### src/rtl/fwd_hazard_unit_pkg.sv
// Shared types and helpers for the forwarding/hazard unit and its mul/div scoreboard.
package fwd_hazard_unit_pkg;

   localparam int REG_ID_W = 5;

   typedef logic [REG_ID_W-1:0] reg_id_t;

   typedef enum logic {
      IDLE = 1'b0,
      BUSY = 1'b1
   } md_state_e;

   // Width of one per-operand forwarding select: 0 = register file, k = stage k-1.
   function automatic int fwd_sel_w(input int num_fwd);
      return $clog2(num_fwd + 1);
   endfunction

endpackage

### src/rtl/md_scoreboard.sv
// Mul/div in-flight tracker: IDLE/BUSY FSM, latency counter and decode hazard compare.
// Register-level tracking is built only when FWD_MD_SCOREBOARD_EN is defined.
module md_scoreboard
   import fwd_hazard_unit_pkg::*;
#(
   parameter int NUM_SRC    = 2,
   parameter int REG_W      = 5,
   parameter int MD_LATENCY = 4
) (
   input  logic                     clk,
   input  logic                     reset,
   input  logic                     md_start,
   input  logic [REG_W-1:0]         md_rd_id,
   input  logic [NUM_SRC*REG_W-1:0] id_rs_id,
   input  logic [NUM_SRC-1:0]       id_rs_used,
   input  logic [REG_W-1:0]         id_rd_id,
   input  logic                     id_is_md,
   output md_state_e                md_state,
   output logic                     md_hazard,
   output logic                     md_done,
   output logic                     md_err
);

   localparam int CW = $clog2(MD_LATENCY + 1);

   md_state_e        state_n;
   logic [CW-1:0]    count, count_n;
   logic             err_n;
   logic             busy;

   always_ff @(posedge clk or posedge reset) begin
      if (reset) begin
         md_state <= IDLE;
         count    <= '0;
         md_err   <= 1'b0;
      end else begin
         md_state <= state_n;
         count    <= count_n;
         md_err   <= err_n;
      end
   end

   always_comb begin
      state_n = md_state;
      count_n = count;
      err_n   = md_err;
      case (md_state)
         IDLE: begin
            if (md_start) begin
               state_n = BUSY;
               count_n = CW'(MD_LATENCY);
            end
         end
         BUSY: begin
            // A second issue while busy is dropped; only the sticky flag records it.
            if (md_start) err_n = 1'b1;
            count_n = count - CW'(1);
            if (count == CW'(1)) state_n = IDLE;
         end
         default: state_n = IDLE;
      endcase
   end

   assign busy    = (md_state == BUSY);
   assign md_done = busy && (count == CW'(1));

`ifdef FWD_MD_SCOREBOARD_EN
   logic [REG_W-1:0] pend_rd;
   logic             pend_valid;
   logic             raw_hit;

   // x0 is never recorded as pending, so a start to x0 only blocks issue of mul/div.
   always_ff @(posedge clk or posedge reset) begin
      if (reset) begin
         pend_rd    <= '0;
         pend_valid <= 1'b0;
      end else if (!busy && md_start) begin
         pend_rd    <= md_rd_id;
         pend_valid <= (md_rd_id != '0);
      end else if (md_done) begin
         pend_rd    <= '0;
         pend_valid <= 1'b0;
      end
   end

   always_comb begin
      raw_hit = 1'b0;
      for (int s = 0; s < NUM_SRC; s++) begin
         if (id_rs_used[s] && (id_rs_id[s*REG_W +: REG_W] == pend_rd)) raw_hit = 1'b1;
      end
   end

   assign md_hazard = busy && ((pend_valid && (raw_hit || (id_rd_id == pend_rd))) || id_is_md);
`else
   logic unused_md_inputs;
   assign unused_md_inputs = ^{md_rd_id, id_rs_id, id_rs_used, id_rd_id, id_is_md};
   assign md_hazard = busy;
`endif

endmodule

### src/rtl/fwd_hazard_unit.sv
// EX-stage forwarding selects with nearest-stage priority, load-use detection and mul/div stalls.
// Optional macro FWD_MD_SCOREBOARD_EN: per-register mul/div tracking instead of blocking stall.
module fwd_hazard_unit
   import fwd_hazard_unit_pkg::*;
#(
   parameter int NUM_SRC    = 2,
   parameter int NUM_FWD    = 2,
   parameter int REG_W      = 5,
   parameter int MD_LATENCY = 4
) (
   input  logic                                     clk,
   input  logic                                     reset,
   input  logic [NUM_SRC*REG_W-1:0]                 ex_rs_id,
   input  logic [NUM_SRC*REG_W-1:0]                 id_rs_id,
   input  logic [NUM_SRC-1:0]                       id_rs_used,
   input  logic [REG_W-1:0]                         id_rd_id,
   input  logic                                     id_is_md,
   input  logic                                     ex_is_load,
   input  logic                                     ex_reg_write,
   input  logic [REG_W-1:0]                         ex_rd_id,
   input  logic [NUM_FWD-1:0]                       stage_reg_write,
   input  logic [NUM_FWD*REG_W-1:0]                 stage_rd_id,
   input  logic                                     md_start,
   input  logic [REG_W-1:0]                         md_rd_id,
   output logic [NUM_SRC*fwd_sel_w(NUM_FWD)-1:0]    fwd_sel,
   output logic                                     stall_id,
   output logic                                     bubble_ex,
   output logic                                     md_busy,
   output logic                                     md_done,
   output logic                                     md_err
);

   localparam int SW = fwd_sel_w(NUM_FWD);

   md_state_e md_state;
   logic      md_hazard;
   logic      load_use;

   // Scan furthest to nearest so the nearest matching stage overwrites the result.
   function automatic logic [SW-1:0] pick_stage(input logic [REG_W-1:0] rs,
                                                input logic [NUM_FWD-1:0] wr,
                                                input logic [NUM_FWD*REG_W-1:0] rd);
      logic [SW-1:0] sel;
      sel = '0;
      for (int k = NUM_FWD - 1; k >= 0; k--) begin
         if (wr[k] && (rd[k*REG_W +: REG_W] == rs) && (rs != '0)) sel = SW'(k + 1);
      end
      return sel;
   endfunction

   always_comb begin
      fwd_sel = '0;
      for (int s = 0; s < NUM_SRC; s++) begin
         fwd_sel[s*SW +: SW] = pick_stage(ex_rs_id[s*REG_W +: REG_W], stage_reg_write, stage_rd_id);
      end
   end

   always_comb begin
      load_use = 1'b0;
      for (int s = 0; s < NUM_SRC; s++) begin
         if (id_rs_used[s] && (id_rs_id[s*REG_W +: REG_W] == ex_rd_id)) load_use = 1'b1;
      end
      load_use = load_use && ex_is_load && ex_reg_write && (ex_rd_id != '0);
   end

   md_scoreboard #(
      .NUM_SRC   (NUM_SRC),
      .REG_W     (REG_W),
      .MD_LATENCY(MD_LATENCY)
   ) u_md_scoreboard (
      .clk       (clk),
      .reset     (reset),
      .md_start  (md_start),
      .md_rd_id  (md_rd_id),
      .id_rs_id  (id_rs_id),
      .id_rs_used(id_rs_used),
      .id_rd_id  (id_rd_id),
      .id_is_md  (id_is_md),
      .md_state  (md_state),
      .md_hazard (md_hazard),
      .md_done   (md_done),
      .md_err    (md_err)
   );

   assign md_busy   = (md_state == BUSY);
   assign stall_id  = load_use || md_hazard;
   assign bubble_ex = load_use || md_hazard;

endmodule

### config.mk
export PLATFORM = sky130hd
export DESIGN_NAME = fwd_hazard_unit
export DESIGN_NICKNAME = d
export VERILOG_FILES = /design/src/rtl/fwd_hazard_unit_pkg.sv /design/src/rtl/md_scoreboard.sv /design/src/rtl/fwd_hazard_unit.sv
export SDC_FILE = /design/constraint.sdc
export NUM_CORES = 1
export LEC_CHECK = 0
export BUFFER_PORTS_ARGS = -buffer_cell sky130_fd_sc_hd__clkbuf_2
export CORE_MARGIN = 1
export CORE_UTILIZATION = 39
export DETAILED_ROUTE_END_ITERATION = 6
export PLACE_DENSITY = 0.85
export SLEW_MARGIN = 20
export SYNTH_ARGS = -nofsm -noshare
export SYNTH_HDL_FRONTEND = slang
export SYNTH_SLANG_ARGS = --single-unit
### constraint.sdc
create_clock -name clk -period 1.58 [get_ports clk]
set_input_delay 0.079 -clock clk [delete_from_list [all_inputs] [get_ports clk]]
set_output_delay 0.079 -clock clk [all_outputs]
set_load 0.05 [all_outputs]
[Word-level counts from Yosys, hierarchy flattened]
Cells that the tools add are included.
Storage, ports and cells
  flip-flop bits (word level): 5
  input port bits: 55
  output and inout bits: 9
  logic and storage cells: 43
Operators by class
  $add $sub $neg: 1
  equal/unequal tests: 8
  multiplexer cells: 11
  bitwise logic cells: 1
  reduce and logical (&&, ||, !) cells: 19
Operator list (count)
  5-bit equality test: 6
  5-bit nonzero test: 3
  1-bit logical AND: 14
  2-bit two-way mux: 4
  3-bit one-hot mux with 2 select lines: 1
  1-bit two-way mux: 4
  3-bit by 1-bit equality test with 1-bit output, second input constant: 1
  3-bit two-way mux: 1
  3-bit by 1-bit subtractor with 3-bit output, second input constant: 1
  2-bit != test, second input constant: 1
  1-bit one-hot mux with 2 select lines: 1
  2-bit AND reduction: 1
  1-bit logical OR: 1
  1-bit inverter: 1

[Logic depth before layout (Yosys ltp)]
Gate-level depths: netlist (run 1).
  word-level depth: 8
  gate-level depth with buffers: 6

[Hierarchy]
Synthesis (run 1) repeated with hierarchy kept, for this count alone.
Second synthesis, totals
  cells, all modules: 75
  area, all modules: 691.9 sq um
By module, submodules not included
  fwd_hazard_unit: times used 1, cells each 54, area an instance 446.7 sq um
  md_scoreboard: times used 1, cells each 21, area an instance 245.2 sq um

[Least setup slack after synthesis (run 1)]
Ideal clock, no wire load.
  path kind: in2out
  from: input port ex_rs_id[1]
  to: output port fwd_sel[1]
  arrival: 1.860 ns
  required time: 1.501 ns
  slack: -0.359 ns
  stages: 4
  path buffers: 0
  path through: or4_4 > nor2_4 > nor4_2 > nor4_2
On the way
  cells in the longest elaborated chain, start to end: 5
  elaborated cells between the ends (all ways): 9
  classes of those cells: eq/ne: 2; mux: 2; reduce/logical: 5
RTL lines
  start, declared: line fwd_hazard_unit.sv:13  | input logic [NUM_SRC*REG_W-1:0] ex_rs_id,
  5-bit equality test: line fwd_hazard_unit.sv:46  | if (wr[k] && (rd[k*REG_W +: REG_W] == rs) && (rs != '0)) sel = SW'(k + 1);
  1-bit logical AND (2 in series): line fwd_hazard_unit.sv:46
  2-bit two-way mux: line fwd_hazard_unit.sv:46
  2-bit two-way mux (*): line fwd_hazard_unit.sv:46
  end, declared: line fwd_hazard_unit.sv:25  | output logic [NUM_SRC*fwd_sel_w(NUM_FWD)-1:0] fwd_sel,
Every way passes the cells marked *; elsewhere a longest branch is shown, timed or not.

[Worst setup path in the final report (run 1)]
Ends and elaborated chain as after synthesis.

==> flow_summary.toml, run 1 <==
[status]
status = "finished with violations"
violations = "DRC"

[clock_network]
cts_tree = "built"
clockBufferDepth = 2
clock_latency_ns = 0.23
h-tree-depth = 1
cts-root-buf = "clkbuf_4"
cts_setup_buffers = 0
clk_pin_slew_worst_paths_ns = 0.04
cts_buffers = 3
clock_sinks = 5

[routing]
wl_met2_um = 904
wl_um = 1750
firstDrtPassIters = 6
drt_iter0_markers = 7
wire_per_inst_um = 11.4
wl_met1_um = 647
ant_nets = 0
vias_per_cell = 5.05
highest_layer = "met4"
wl_met3_um = 162
route.detailed.drc = 6
num_vias = 773

[sta]
finalCritPeriodShare = 0.955
hold_viol_final = 0
worst_hold_slack_ns = 0.0549
fmax_mhz = 663
rsz0062_at_grt = "false"
maxSlewHeadroom = 0.746
period_needed_ns = 1.51
setup_viol = 0
skew_ns = 0.00191
setup_slack_ns = 0.0718
slew_violations = 0
worst_pin_slew_ns = 0.378

[placed_design]
place_congestion = 0.880
dpl.hpwl_um = 1530
pre_cts_slack_ns = 0.0242
dpl.cell_count = 148
io_buffer_count = 52
dpl_cell_area_mm2 = 0.00102

[finish]
stdcell_count = 153
final_area_mm2 = 0.00106
fillers = 123
multi_input_area_um2 = 562
area_growth_pct = 56.1
n_antenna_cell = 0
fin_nets = 195
seq_area_um2 = 125
drive_gt1_frac = 0.518

[setup_path]
arrival_ns = 1.43
ff2ff_setup_slack_ns = 0.51
worstPathRequired_ns = 1.50
cp_max_fo = 2
endpoint_kind = "output port"
r2r_end = "u_md_scoreboard.count[2]"
startpoint = "ex_rs_id[1]"
worstSetupPathType = "input pin to output port"
cp-endpoint = "fwd_sel[1]"
r2r_cells = 6
r2r-start = "u_md_scoreboard.count[0]"
startpoint_type = "input pin"

[synthesis]
synth_edf_count = 0
synth_cell_types = 22
yosysMostFrequentCell = "xnor2_1"
synth_top_area_share = 0.336
seq_area_frac_synth = 0.185
ys_top_cells_by_count = "xnor2_1 (26), nand2_1 (6), nand4_1 (6)"
synth-seq-cells = 5
synth-async-reset-ratio = 1.00
synth_top_area_cell = "xnor2_1"
syn-instance-count = 77
ys.flop_type = "dfrtp_1"
synth.top_cells.by_area = "xnor2_1 (34%), dfrtp_1 (18%), nor4_2 (7.4%), nand4_1 (5.5%), xor2_1 (5.2%)"
syn_area_um2 = 678
ys.warnings.count = 0
syn-num-nets = 134
avgSynthCellArea_um2 = 8.81

[power]
pwr_density_cell_mw_per_mm2 = 952
max-vdd-ir-drop_mv = 1.06
cellLeakagePower_nw = 0.477
power_mw = 1.01

[grt]
grt_start_max_net_pins = 11
grt_pass1_vias = 782
grt_usage = 0.200
antenna_found_initial = 0
overflow = 0
grt_pass1_wl_um = 2900

[floorplanning]
dieArea_mm2 = 0.00191
die_y_um = 43.7
io_pins = 64
start_util = 0.435
core_mm2 = 0.00156
die_x_um = 43.7
num_rows = 14

[hold_path]
hp-class = "input pin to register"

[flow_run]
drv_cap = 0
## area by class of cell
class                   instances  area share
repair buffers                 58       0.293
clock buffers                   4      0.0248
multi-input cells              66       0.531
well taps                      16      0.0189
inverters                       4      0.0142
flip-flops and latches          5       0.118
## timing repair
| action | in CTS | in global routing |
|---|---|---|
| resized for setup | 0 | 4 |
| hold buffers | 1 | 0 |
| hold endpoints to repair | 5 | 0 |
| endpoints found under the setup margin | 0 | 2 |
## metrics by stage
stage | TNS, ns | utilization
floorplan | -0.103 | -
global placement | 0 | 0.654
detailed placement | 0 | 0.654
CTS | 0 | 0.677
global route | 0 | 0.679
finish | 0 | 0.679
## cells in the final DEF, fill, tap and decap left out
master	count
a21o_1	1
a21oi_1	1
a31oi_1	1
a41o_2	1
buf_2	1
buf_4	6
clkbuf_1	1
clkbuf_2	50
clkbuf_4	3
dfrtp_1	5
dlygate4sd3_1	1
ha_1	2
inv_1	4
mux2_2	1
nand2_1	6
nand2b_1	1
nand4_1	6
nor2_1	4
nor2_4	3
nor3_1	1
nor4_2	1
nor4_4	3
o22ai_1	1
o31ai_1	1
or4_4	2
xnor2_1	26
xor2_1	4
## cell families after synthesis
logic type	Yosys count	synth area share
simple gates	27	0.273
fa+ha+maj	2	0.0369
mux	1	0.0166
xor+xnor	30	0.387
flops	5	0.185
buf+inv	6	0.0387
compound gates	6	0.0627
## critical path, cell delays in order
cell and delay [ns]:
clkbuf_2 0.10, or4_4 0.54, nor2_4 0.11, nor4_2 0.07, nor4_4 0.23, buf_2 0.29
## sequential cells by signal, indices dropped and copies added, names as in the netlist
name	count
u_md_scoreboard.md_err	1
u_md_scoreboard.md_hazard	1
u_md_scoreboard.count	3
## per-layer routing
metal / track usage / up-vias
met5: 0 / -
met4: 0.0813 / 0
met3: 0.0250 / 4
met2: 0.415 / 50
met1: 0.190 / 333
li1: - / 386
## power breakdown
| part | internal (mW) | leakage, nW | switching [mW] | total, mW |
|---|---|---|---|---|
| registers | 0.183 | 0.0529 | 0.0620 | 0.245 |
| clock network | 0.0953 | 0.0150 | 0.0494 | 0.145 |
| logic | 0.240 | 0.409 | 0.378 | 0.618 |
| total | 0.518 | 0.477 | 0.489 | 1.01 |
## how the worst min path moves through the flow
stage,from,to,slack (ns),depth (start not counted)
final,md_start,u_md_scoreboard.count[1],0.05,2
after detailed placement,reset,u_md_scoreboard.md_err,-0.03,2
after global routing,md_start,u_md_scoreboard.count[1],0.06,2
after floorplan,reset,u_md_scoreboard.count[0],-0.14,1
after global placement,reset,u_md_scoreboard.md_hazard,-0.04,2
after CTS,md_start,u_md_scoreboard.count[1],0.05,2
Power figures use the tool's default switching activity.
==> run 2: changes to the inputs <==
MAX_ROUTING_LAYER = met4   (was not set)
PLACE_DENSITY = 0.95   (was 0.85)
==> flow_summary.toml, run 2 (same netlist as run 1, synthesis figures left out) <==
[status]
status = "finished with violations"
violations = "DRC"

[sta]
maxSlewHeadroom = 0.740
setup_viol = 0
final.setup.tns_ns = 0
worst_pin_slew_ns = 0.387
worst_hold_slack_ns = 0.0402
skew_ns = 0.00136
finalCritPeriodShare = 0.948
rsz0062_at_grt = "false"
period_needed_ns = 1.50
slew_violations = 0
hold_viol_final = 0
fmax_mhz = 667

[placed_design]
place_congestion = 0.873
io_buffer_count = 52
dpl.hpwl_um = 1630
dpl.cell_count = 147

[finish]
area_growth_pct = 55.4
stdcell_count = 152
n_antenna_cell = 0
fin_util = 0.676
final_common_cell = "clkbuf_2"
fin_nets = 194
final_cell_mix = "clkbuf_2 (50), xnor2_1 (26), nand4_1 (6), nand2_1 (6)"
max_flop_register = "u_md_scoreboard.count"
drive_gt1_frac = 0.515
largest_reg_flops = 3

[floorplanning]
start_util = 0.435
die_x_um = 43.7
io_pins = 64
die_y_um = 43.7
num_rows = 14
dieArea_mm2 = 0.00191
core_mm2 = 0.00156

[grt]
overflow = 0
grt_usage = 0.220
grt_pass1_wl_um = 3080
grt_start_max_net_pins = 11
antenna_found_initial = 0
grt_pass1_vias = 819

[routing]
route.detailed.drc = 6
firstDrtPassIters = 6
vias_per_cell = 5.20
ant_nets = 0
wire_per_inst_um = 12.1
num_vias = 790
drt_iter0_markers = 11
wl_um = 1830

[setup_path]
cp_max_fo = 2
cp_top_family = "simple AND/OR/NAND/NOR gates"
cp_slowest_cell = "or4_4"
cp.buffers_inverters = 2
arrival_ns = 1.42
path_cells = "clkbuf_2 -> or4_4 -> nor2_4 -> nor4_2 -> nor4_4 -> clkbuf_4"
endpoint_kind = "output port"
worstSetupPathType = "input pin to output port"
cpPeakStageDelay_ns = 0.54
r2r-start = "u_md_scoreboard.count[0]"
startpoint = "ex_rs_id[1]"
startpoint_type = "input pin"
worstPathRequired_ns = 1.50

[clock_network]
h-tree-depth = 1
clk_pin_slew_worst_paths_ns = 0.04
cts-root-buf = "clkbuf_4"
cts_tree = "built"
clock_sinks = 5
cts_buffers = 3
clock_latency_ns = 0.24
clockBufferDepth = 2

[power]
cellLeakagePower_nw = 0.471
max-vdd-ir-drop_mv = 0.822
power_mw = 1.02
pwr_density_cell_mw_per_mm2 = 967

[hold_path]
hp-start = "md_start"
hp-class = "input pin to register"

[flow_run]
drv_cap = 0
run 2: cell types whose count changed in the layout (fill, tap and decap cells not counted), sizes merged:
cell	change
buf	-3
clkbuf	+2
run 2: layout make-up:
cell class | count | area, µm²
Inverter | 4 | 15.0
Timing Repair Buffer | 57 | 305
Tap cell | 16 | 20.0
Fill cell | 129 | 505
Clock buffer | 4 | 26.3
Sequential cell | 5 | 125
Multi-Input combinational cell | 66 | 562
run 2: worst paths after layout:
| kind | endpoint | slack, ns | cells past startpoint |
|---|---|---|---|
| hold / removal | u_md_scoreboard.count[1] | 0.04 | 2 |
| setup / recovery | fwd_sel[1] | 0.08 | 6 |
| setup reg to reg | u_md_scoreboard.count[2] | 0.49 | 6 |
| min in group asynchronous | u_md_scoreboard.md_hazard | 0.27 | 3 |
| hold reg to reg | u_md_scoreboard.md_err | 0.47 | 1 |
| max in group asynchronous | u_md_scoreboard.count[0] | 1.14 | 3 |
run 2: power breakdown:
part | switching [mW] | leakage, nW | internal, mW
registers | 0.0670 | 0.0529 | 0.183
clock network | 0.0508 | 0.0150 | 0.0954
logic | 0.382 | 0.403 | 0.241
total | 0.500 | 0.471 | 0.519
run 2: worst register-to-register path: stages (launching register included):
cell and delay (ns):
dfrtp_1 0.40, inv_1 0.08, ha_1 0.17, inv_1 0.05, a21oi_1 0.14, nor2_1 0.05
a31oi_1 0.13
run 2: layer usage:
layer  track usage  up-vias  share of wire
li1              -      385              -
met1         0.216      355           0.37
met2         0.436       50           0.54
met3        0.0333        0          0.090
met4        0.0563        0              0
met5             -        -              0
run 2: metrics by stage:
step / instance area (µm²) / setup WS, ns
2_1_floorplan: 713 / -0.103
3_3_place_gp: 1010 / 0.0781
3_5_place_dp: 1010 / 0.0372
4_1_cts: 1050 / 0.0352
5_1_grt: 1050 / 0.00843
6_report: 1050 / 0.0815
run 2: timing repair:
item,in CTS,in global routing
buffers inserted,0,0
hold buffers,1,0
setup endpoints to repair,0,2
endpoints found under the hold margin,5,0
resized for setup,0,4
==> run 3: changes to the inputs <==
CAP_MARGIN = 20   (was not set)
clock period = 1.9 ns   (was 1.58 ns; I/O delays follow)
==> flow_summary.toml, run 3 (same netlist as run 1, synthesis figures left out) <==
[power]
cellLeakagePower_nw = 0.450
max-vdd-ir-drop_mv = 0.868
pwr_density_cell_mw_per_mm2 = 831

[sta]
rsz0062_at_grt = "false"
setup_viol = 0
maxSlewHeadroom = 0.728
fmax_mhz = 606
setup_slack_ns = 0.250
worst_pin_slew_ns = 0.404
period_needed_ns = 1.65
skew_ns = 0.00159
final.setup.tns_ns = 0
slew_violations = 0
finalCritPeriodShare = 0.869
worst_hold_slack_ns = 0.0699
hold_viol_final = 0

[placed_design]
dpl.hpwl_um = 1570
io_buffer_count = 52
pre_cts_slack_ns = 0.245
place_congestion = 0.841
dpl.cell_count = 143

[grt]
grt_usage = 0.224
antenna_found_initial = 0
grt_start_max_net_pins = 11
grt_pass1_vias = 773
grt_pass1_wl_um = 2950
overflow = 0

[routing]
route.detailed.drc = 7
num_vias = 785
wl_um = 1810
ant_nets = 0
firstDrtPassIters = 6
drt_iter0_markers = 13
wire_per_inst_um = 12.2
vias_per_cell = 5.30

[finish]
fillers = 125
drive_gt1_frac = 0.485
largest_reg_flops = 3
final_cell_mix = "clkbuf_2 (52), xnor2_1 (26), nand4_1 (6), nand2_1 (6)"
n_antenna_cell = 0
max_flop_register = "u_md_scoreboard.count"
area_growth_pct = 47.6
final_common_cell = "clkbuf_2"
stdcell_count = 148
fin_util = 0.642
fin_nets = 190

[setup_path]
r2r_cells = 6
arrival_ns = 1.56
startpoint_type = "input pin"
cp_max_fo = 3
worstPathRequired_ns = 1.80
endpoint_kind = "output port"
ff2ff_setup_slack_ns = 0.81
worstSetupPathType = "input pin to output port"

[clock_network]
clock_latency_ns = 0.25
cts-root-buf = "clkbuf_4"
clockBufferDepth = 2
clock_sinks = 5
cts_tree = "built"
cts_buffers = 3
clk_pin_slew_worst_paths_ns = 0.04
h-tree-depth = 1

[floorplanning]
die_x_um = 43.7
core_mm2 = 0.00156
start_util = 0.435
dieArea_mm2 = 0.00191
die_y_um = 43.7
num_rows = 14
io_pins = 64

[flow_run]
drv_cap = 0

[hold_path]
hold_path_depth = 2
hp-class = "input pin to register"

[status]
violations = "DRC"
status = "finished with violations"
-- run 3: cell count changes in the layout (fill, tap and decap cells not counted), sizes merged --
cell	delta
buf	-4
-- run 3: worst paths after layout --
kind / startpoint / end
worst min register to register: u_md_scoreboard.md_err / u_md_scoreboard.md_err
worst max-delay path: ex_rs_id[1] / fwd_sel[1]
max in group asynchronous: reset / u_md_scoreboard.count[1]
min in group asynchronous: reset / u_md_scoreboard.md_hazard
worst min-delay path: md_start / u_md_scoreboard.count[1]
worst max register to register: u_md_scoreboard.count[0] / u_md_scoreboard.count[2]
-- run 3: report_power, final --
part / internal (mW) / total, mW / switching [mW]
Clock: 0.0797 / 0.129 / 0.0488
Combinational: 0.187 / 0.497 / 0.310
Sequential: 0.152 / 0.206 / 0.0538
-- run 3: area by class of cell --
cell class | count | area (µm²) | share of cell area
inverters | 4 | 15.0 | 0.0150
multi-input cells | 66 | 544 | 0.544
flip-flops and latches | 5 | 125 | 0.125
clock buffers | 4 | 26.3 | 0.0263
repair buffers | 53 | 270 | 0.270
well taps | 16 | 20.0 | 0.0200
-- run 3: critical path: stages --
cell      delay, ns
clkbuf_2       0.11
or4_4          0.55
nor2_4         0.14
nor4_2         0.09
nor4_4         0.25
clkbuf_2       0.32
-- run 3: metrics by stage --
stage,cell area (µm²),power (mW)
6_report,1000,0.832
4_1_cts,1000,0.838
3_5_place_dp,965,0.696
5_1_grt,1000,0.889
2_1_floorplan,696,0.565
3_3_place_gp,965,0.669
-- run 3: layer usage --
metal / vias up / wire (µm) / part of all wire / track usage
li1: 373 / - / - / -
met2: 57 / 958 / 0.53 / 0.427
met3: 11 / 151 / 0.083 / 0.0417
met1: 344 / 603 / 0.33 / 0.190
met5: - / 0 / 0 / -
met4: 0 / 96 / 0.053 / 0.156
-- run 3: what timing repair did --
| item | in CTS | in global routing |
|---|---|---|
| setup endpoints to repair | 0 | 0 |
| setup buffers | 0 | 0 |
| hold endpoints to repair | 5 | 0 |
| hold buffers | 1 | 0 |
| resized for setup | 0 | 0 |
